--- config.mk ---
export PLATFORM = sky130hd
export DESIGN_NAME = mem_arbiter
export DESIGN_NICKNAME = d
export VERILOG_FILES = /design/src/rtl/mem_arb_pkg.sv /design/src/rtl/mem_arbiter_rd_tag_pipe.sv /design/src/rtl/mem_arbiter.sv
export SDC_FILE = /design/constraint.sdc
export NUM_CORES = 1
export LEC_CHECK = 0
export CORE_AREA = 2 2 656 658
export CTS_BUF_LIST = sky130_fd_sc_hd__clkbuf_4
export DETAILED_ROUTE_END_ITERATION = 12
export DIE_AREA = 0 0 658 660
export MAX_ROUTING_LAYER = met4
export RECOVER_POWER = 100
export REMOVE_ABC_BUFFERS = 1
export SLEW_MARGIN = 10
export SYNTH_ARGS = -nofsm -noshare
export SYNTH_HDL_FRONTEND = slang
export SYNTH_SLANG_ARGS = --single-unit
--- constraint.sdc ---
create_clock -name clk -period 3 [get_ports clk]
set_input_delay 0.45 -clock clk [delete_from_list [all_inputs] [get_ports clk]]
set_output_delay 0.45 -clock clk [all_outputs]
set_load 0.02 [all_outputs]
--- src/rtl/mem_arb_pkg.sv ---
// mem_arb_pkg
// Shared widths and FSM state type for the processor/host RAM arbiter.
// Contents:
//   ADDR_W, BE_W, DATA_W - RAM word address, byte-enable and data widths
//   arb_state_t          - host-side FSM state (IDLE, RD_PEND)
package mem_arb_pkg;

  localparam int ADDR_W = 14;
  localparam int BE_W   = 32;
  localparam int DATA_W = 256;

  typedef enum logic {
    IDLE    = 1'b0,
    RD_PEND = 1'b1
  } arb_state_t;

endpackage

--- src/rtl/mem_arbiter_rd_tag_pipe.sv ---
// rd_tag_pipe
// Shift register that follows a host read through the RAM read pipeline.
// A tag enters on the accept cycle and reaches the output on the cycle
// the RAM presents that read's data on ram_q.
// Ports:
//   clk    - clock, rising edge
//   reset  - synchronous active-high reset, clears all stages
//   i_tag  - high on the cycle a host read is issued to the RAM
//   o_tag  - high on the cycle ram_q carries the host read data
module rd_tag_pipe #(
  parameter int DEPTH = 2
) (
  input  logic clk,
  input  logic reset,
  input  logic i_tag,
  output logic o_tag
);

  logic [DEPTH-1:0] r_tags;

  // One stage per cycle of RAM read latency; a loop keeps DEPTH=1 legal.
  always_ff @(posedge clk) begin
    if (reset) begin
      r_tags <= '0;
    end else begin
      r_tags[0] <= i_tag;
      for (int i = 1; i < DEPTH; i++) begin
        r_tags[i] <= r_tags[i-1];
      end
    end
  end

  assign o_tag = r_tags[DEPTH-1];

endmodule

--- src/rtl/mem_arbiter.sv ---
// mem_arbiter
// Shares a single-port RAM between a processor datapath (absolute priority,
// never stalled, zero added latency) and a host/loader port using a
// valid/ready handshake. Host reads return through a registered h_rdata
// with a one-cycle h_rvalid pulse at accept + RD_LAT + 1.
// Build option:
//   MEM_ARB_HOST_WR_EN - when defined, host writes reach the RAM; when
//                        undefined the host port is read-only and a host
//                        write is accepted, dropped, and flags err.
// Ports:
//   clk, reset                          - clock, synchronous active-high reset
//   p_address/p_byteena/p_writedata     - processor request payload
//   p_rden/p_wren                       - processor single-cycle strobes
//   p_readdata                          - processor read data (= ram_q)
//   h_valid/h_ready/h_we                - host handshake and direction
//   h_address/h_byteena/h_wdata         - host request payload
//   h_rvalid/h_rdata                    - host read return
//   ram_address/ram_byteena/ram_data    - RAM request payload
//   ram_rden/ram_wren/ram_q             - RAM strobes and read data
//   err                                 - sticky protocol-error flag
module mem_arbiter
  import mem_arb_pkg::*;
#(
  parameter int RD_LAT = 2
) (
  input  logic              clk,
  input  logic              reset,
  input  logic [ADDR_W-1:0] p_address,
  input  logic [BE_W-1:0]   p_byteena,
  input  logic [DATA_W-1:0] p_writedata,
  input  logic              p_rden,
  input  logic              p_wren,
  output logic [DATA_W-1:0] p_readdata,
  input  logic              h_valid,
  output logic              h_ready,
  input  logic              h_we,
  input  logic [ADDR_W-1:0] h_address,
  input  logic [BE_W-1:0]   h_byteena,
  input  logic [DATA_W-1:0] h_wdata,
  output logic              h_rvalid,
  output logic [DATA_W-1:0] h_rdata,
  output logic [ADDR_W-1:0] ram_address,
  output logic [BE_W-1:0]   ram_byteena,
  output logic [DATA_W-1:0] ram_data,
  output logic              ram_rden,
  output logic              ram_wren,
  input  logic [DATA_W-1:0] ram_q,
  output logic              err
);

  arb_state_t        r_state;
  arb_state_t        w_next_state;
  logic [ADDR_W-1:0] r_ram_address;
  logic [BE_W-1:0]   r_ram_byteena;
  logic [DATA_W-1:0] r_ram_data;
  logic              r_h_rvalid;
  logic [DATA_W-1:0] r_h_rdata;
  logic              r_err;

  logic w_p_active;
  logic w_h_accept;
  logic w_h_rd_accept;
  logic w_h_wr_issue;
  logic w_h_wr_err;
  logic w_tag_out;

  assign w_p_active    = p_rden | p_wren;
  assign h_ready       = (r_state == IDLE) && !reset && !w_p_active;
  assign w_h_accept    = h_valid & h_ready;
  assign w_h_rd_accept = w_h_accept & ~h_we;

`ifdef MEM_ARB_HOST_WR_EN
  assign w_h_wr_issue = w_h_accept & h_we;
  assign w_h_wr_err   = 1'b0;
`else
  // Read-only host port: the handshake still completes so the host never
  // hangs, but the write is dropped and reported through err.
  assign w_h_wr_issue = 1'b0;
  assign w_h_wr_err   = w_h_accept & h_we;
`endif

  // RAM request mux. The processor wins outright; when nobody drives the
  // RAM the payload holds its last driven value with both strobes low.
  // A simultaneous processor read and write issues only the write.
  always_comb begin
    ram_address = r_ram_address;
    ram_byteena = r_ram_byteena;
    ram_data    = r_ram_data;
    ram_rden    = 1'b0;
    ram_wren    = 1'b0;
    if (w_p_active) begin
      ram_address = p_address;
      ram_byteena = p_byteena;
      ram_data    = p_writedata;
      ram_wren    = p_wren;
      ram_rden    = p_rden & ~p_wren;
    end else if (w_h_accept) begin
      ram_address = h_address;
      ram_byteena = h_byteena;
      ram_data    = h_wdata;
      ram_rden    = w_h_rd_accept;
      ram_wren    = w_h_wr_issue;
    end
  end

  // Remember whatever payload was last presented so idle cycles hold it.
  always_ff @(posedge clk) begin
    if (reset) begin
      r_ram_address <= '0;
      r_ram_byteena <= '0;
      r_ram_data    <= '0;
    end else if (w_p_active || w_h_accept) begin
      r_ram_address <= ram_address;
      r_ram_byteena <= ram_byteena;
      r_ram_data    <= ram_data;
    end
  end

  // Host FSM state register.
  always_ff @(posedge clk) begin
    if (reset) begin
      r_state <= IDLE;
    end else begin
      r_state <= w_next_state;
    end
  end

  // Only one host read is outstanding; the FSM returns to IDLE on the
  // edge that ends the h_rvalid pulse.
  always_comb begin
    w_next_state = r_state;
    case (r_state)
      IDLE:    if (w_h_rd_accept) w_next_state = RD_PEND;
      RD_PEND: if (r_h_rvalid)    w_next_state = IDLE;
      default: w_next_state = IDLE;
    endcase
  end

  rd_tag_pipe #(
    .DEPTH (RD_LAT)
  ) u_rd_tag_pipe (
    .clk   (clk),
    .reset (reset),
    .i_tag (w_h_rd_accept),
    .o_tag (w_tag_out)
  );

  // The tag, not the FSM, selects the capture cycle, so processor traffic
  // sharing ram_q on other cycles cannot leak into h_rdata.
  always_ff @(posedge clk) begin
    if (reset) begin
      r_h_rvalid <= 1'b0;
      r_h_rdata  <= '0;
      r_err      <= 1'b0;
    end else begin
      r_h_rvalid <= w_tag_out;
      if (w_tag_out) begin
        r_h_rdata <= ram_q;
      end
      if ((p_rden && p_wren) || w_h_wr_err) begin
        r_err <= 1'b1;
      end
    end
  end

  assign p_readdata = ram_q;
  assign h_rvalid   = r_h_rvalid;
  assign h_rdata    = r_h_rdata;
  assign err        = r_err;

endmodule

# Word level (Yosys, flattened, before mapping)
# Index checks and enable logic that the tools add are counted.
# Widths: inputs -> output; s select.
# classes
n_mux	12
n_bitwise	8
reduce_logical	7
# op_table
cell	n
$mux 256	2
$mux 32	2
$mux 14	2
$mux 1	5
$and 1x1->1	4
$logic_and 1x1->1	3
$not 1->1	3
$logic_not 1->1	2
$logic_or 1x1->1	2
$pmux 1 s2	1
$or 1x1->1	1
# word_totals
ff_bits	563
output_inout_bits	819
wordCells	35

# Longest topological paths before layout
# logic_depth
word_depth	7
mapped_depth	7
mapped_depth_nobuf	3

# Hierarchy
# Synthesis repeated with hierarchy kept, for this count alone.
# hier_totals
cells_unflattened	3154
area_unflattened_um2	28668.7
# by_module_without_submodules
module	n_inst	cells_each	area_each_um2
mem_arbiter	1	3150	28616.2
rd_tag_pipe	1	4	52.6

# Least setup slack after synthesis
# Ideal clock, no wire load.
# synth_timing
kind	input to output
start	input h_valid
end	output ram_data[239]
arrival_time_ps	1728
required_ps	2550
slack_ps	822
path_stages	7
n_path_buf	4
path_cell_list	buf_2 or3b_1 buf_2 buf_6 buf_6 a211oi_2 nor2_1
# synth_between
elab_chain_cells	3
# synth_lines
element	line_no	rtl
start: declaration	mem_arbiter.sv:34	input logic h_valid,
$and 1x1->1	mem_arbiter.sv:69	assign w_h_accept = h_valid & h_ready;
$mux 256	mem_arbiter.sv:97	end else if (w_h_accept) begin
$mux 256	mem_arbiter.sv:91	if (w_p_active) begin
end: declaration	mem_arbiter.sv:44	output logic [DATA_W-1:0] ram_data,
# Every way passes these cells.

# Worst setup path after layout
# layout_timing
start	register r_state
end	output ram_data[14]
# layout_between
elab_chain_cells	6
# layout_lines
element	line_no	rtl
start: declaration	mem_arbiter.sv:51	arb_state_t r_state;
start signal: assignment	mem_arbiter.sv:124	r_state <= w_next_state;
$not 1->1	--	
$logic_and 1x1->1 (2 in series)	mem_arbiter.sv:68	assign h_ready = (r_state == IDLE) && !reset && !w_p_active;
$and 1x1->1	mem_arbiter.sv:69	
$mux 256	mem_arbiter.sv:97	
$mux 256	mem_arbiter.sv:91	
# Every way passes these cells.

==> impl_metrics.yaml <==
outcome:
  outcome: "finished with violations"
  violations: "capacitance limit, slew limit, setup timing"
critical_path:
  timing.rr.start: "u_rd_tag_pipe.r_tags[1]"
  cp.required_ns: 2.55
  r2r-end: "h_rdata[10]"
  cp.arrival_ns: 3.44
  path_buf_inv: 4
  critPathTopFamily: "buffers and inverters"
  critPathKind: "register to output port"
  critPathMaxStageDelay_ns: 0.50
  crit_fanout: 15
  path_cells: "or3b_4 > buf_12 > buf_16 > buf_12 > a211oi_2 > nor2_2 > buf_4"
  slowest_stage: "or3b_4"
  endpoint_kind: "output port"
  r2r_cells: 4
  cp_common_cell: "buf_12"
  start_kind: "register"
  r2r_setup_slack_ns: -0.70
synthesis:
  yosys.cell_count.top_type: "nor2_1"
  synth_ff_type: "dfxtp_1"
  synth_common_cells: "nor2_1 (862), dfxtp_1 (563), nor3_1 (304)"
  async_flop_share: 0
  synth_seq_cells: 563
  yosysSeqAreaShare: 0.393
  synth_top_cell_by_area: "dfxtp_1"
  syn_inst: 3154
  synth.avg_cell_area_um2: 9.08
  ys_warn_count: 0
  synth_edf_count: 0
  synth_area_leaders: "dfxtp_1 (39%), a211oi_2 (12%), nor2_1 (11%)"
  netlist_area_mm2: 0.0286
  synth_top_area_frac: 0.393
  yosysUniqueCellTypes: 21
die:
  core_area_mm2: 0.427
  start_util: 0.0671
  die_w_um: 658
  num_rows: 240
  die_area_mm2: 0.434
  io_pins: 1685
  die_h_um: 660
routing:
  wl_mm: 358
  firstDrtPassIters: 7
  antenna_left: 0
  vias: 36100
  via_per_inst: 3.12
  drc_errors: 0
  drt_iter0_markers: 2375
  wire_per_inst_um: 31.0
timing:
  final.period_utilization: 1.30
  post-route-min-period_ns: 3.89
  fmax_mhz: 257
  setup_viol: 444
  postLayoutSetupSlackWorst_ns: -0.889
  hold_viol: 0
  relSlewSlack: -0.409
  rsz0062_at_grt: "yes"
  tightest_slew_ns: 2.11
  report.final.slew_viol_count: 19
  fin_skew_ns: 0.156
placement:
  place_ws_ns: -0.312
  post-dp-hpwl_mm: 306
  dpl_cell_area_mm2: 0.0535
  numPortBuffers: 1684
  place.gp.congestion: 1.01
global_route:
  grt-ovfl-total: 0
  grt_pass1_wl_mm: 429
  grt_max_degree: 153
  grt_pass1_vias: 36400
  track_usage: 0.160
  antenna_found_initial: 207
power_and_ir_drop:
  vdd_drop_max_v: 0.000260
  p_per_area_mw_per_mm2: 385
  power.leakage_nw: 23.6
cts:
  cts_buffers: 181
  clock_latency_ns: 1.34
  clkSinkCount: 563
  h-tree-depth: 4
  cts_tree: "done"
  cts_root_buffer: "clkbuf_4"
  clk_pin_slew_ns: 0.07
  cts_buffer_depth: 4
worst_hold_path:
  hp-class: "input port to register"
  min_to: "r_ram_byteena[0]"
  holdPathStages: 6
  min_from: "h_byteena[0]"
cells_and_area:
  drive_gt1_frac: 0.217
  fin_util: 0.156
  post-route-cell-area_mm2: 0.0664
  nets: 6493
  area_delta_synth_final_pct: 132
job:
  cap_violations: 1
-- power breakdown --
group	internal, mW	switching (mW)	total, mW
logic	4.28	4.85	9.13
clock network	4.19	4.29	8.48
registers	7.80	0.168	7.97
-- worst reg2reg max path, stage by stage, from the launching register on --
cell and delay [ns]:
dfxtp_1 1.67, clkbuf_2 1.15, mux2i_1 0.29, nor2_1 0.05
dlygate4sd3_1 0.56
-- layout by cell type, fill, tap and decap left out, types with 29 or more instances in the layout --
cell type        synthesis  layout
dfxtp_1                563     562
nor2_2                   0      59
diode_2                  0     140
nor3_1                 304     304
dlygate4sd3_1            0     884
nor2_1                 862     801
buf_12                   0     239
clkdlybuf4s50_1          0    1341
buf_4                  256     270
mux2i_1                256     256
clkbuf_4                 0     248
a211oi_2               270     241
a211oi_4                 0      54
nor4bb_2                 0      29
nor4bb_1               302     266
-- kinds of logic after synthesis --
family	synth area share
and+or+nand+nor	0.273
buffers and inverters	0.117
DFF	0.393
AOI/OAI and AO/OA	0.127
muxes	0.0895
-- flip-flops by register name (all words and copies together), names as in the netlist --
name	flops
r_ram_byteena	32
u_rd_tag_pipe.r_tags	2
r_state	1
r_ram_data	256
err	1
h_rdata	256
r_ram_address	14
h_rvalid	1
-- area by class of cell --
cell class	instances	area [µm²]
Clock buffer	247	1850
Clock inverter	46	339
Antenna cell	140	350
Tap cell	5687	7120
Fill cell	47800	360000
Multi-Input combinational cell	2038	15000
Inverter	2	7.51
Sequential cell	563	11300
Timing Repair Buffer	2841	30400
-- repair_timing --
action	in CTS	in global routing
hold endpoints to repair	562	0
cloned	4	14
setup buffers	7	4
hold buffers	885	0
endpoints found under the setup margin	404	381
pin swaps	29	8
resized for setup	142	178
-- stage by stage --
step,hold WS (ns),instances,TNS (ns),power [mW]
after CTS,0.0211,11400,-355.73,26.0
after global placement,0.445,10200,-3.48,15.9
after floorplan,0.414,2603,-8747.70,10.0
after global routing,0.120,11600,-375.33,26.8
after detailed placement,0.445,10200,-1.53,15.9
final,0.282,11600,-255.58,25.6
-- per-layer routing --
metal / global-route usage / part of all wire
met1: 0.163 / 0.36
met2: 0.268 / 0.49
met3: 0.0619 / 0.095
met4: 0.0791 / 0.057
met5: - / 0
-- worst max path at each step --
stage                     slack, ns  startpoint  depth (start not counted)               to
after floorplan              -12.38     r_state                          3   ram_byteena[0]
after global placement        -0.50     h_valid                          7    ram_data[195]
after global routing          -1.19     r_state                          7    ram_data[168]
after CTS                     -1.31     r_state                          5  ram_byteena[15]
final                         -0.89     r_state                          7     ram_data[14]
after detailed placement      -0.31     h_valid                          9     ram_data[24]
(Power assumes the default switching activity.)
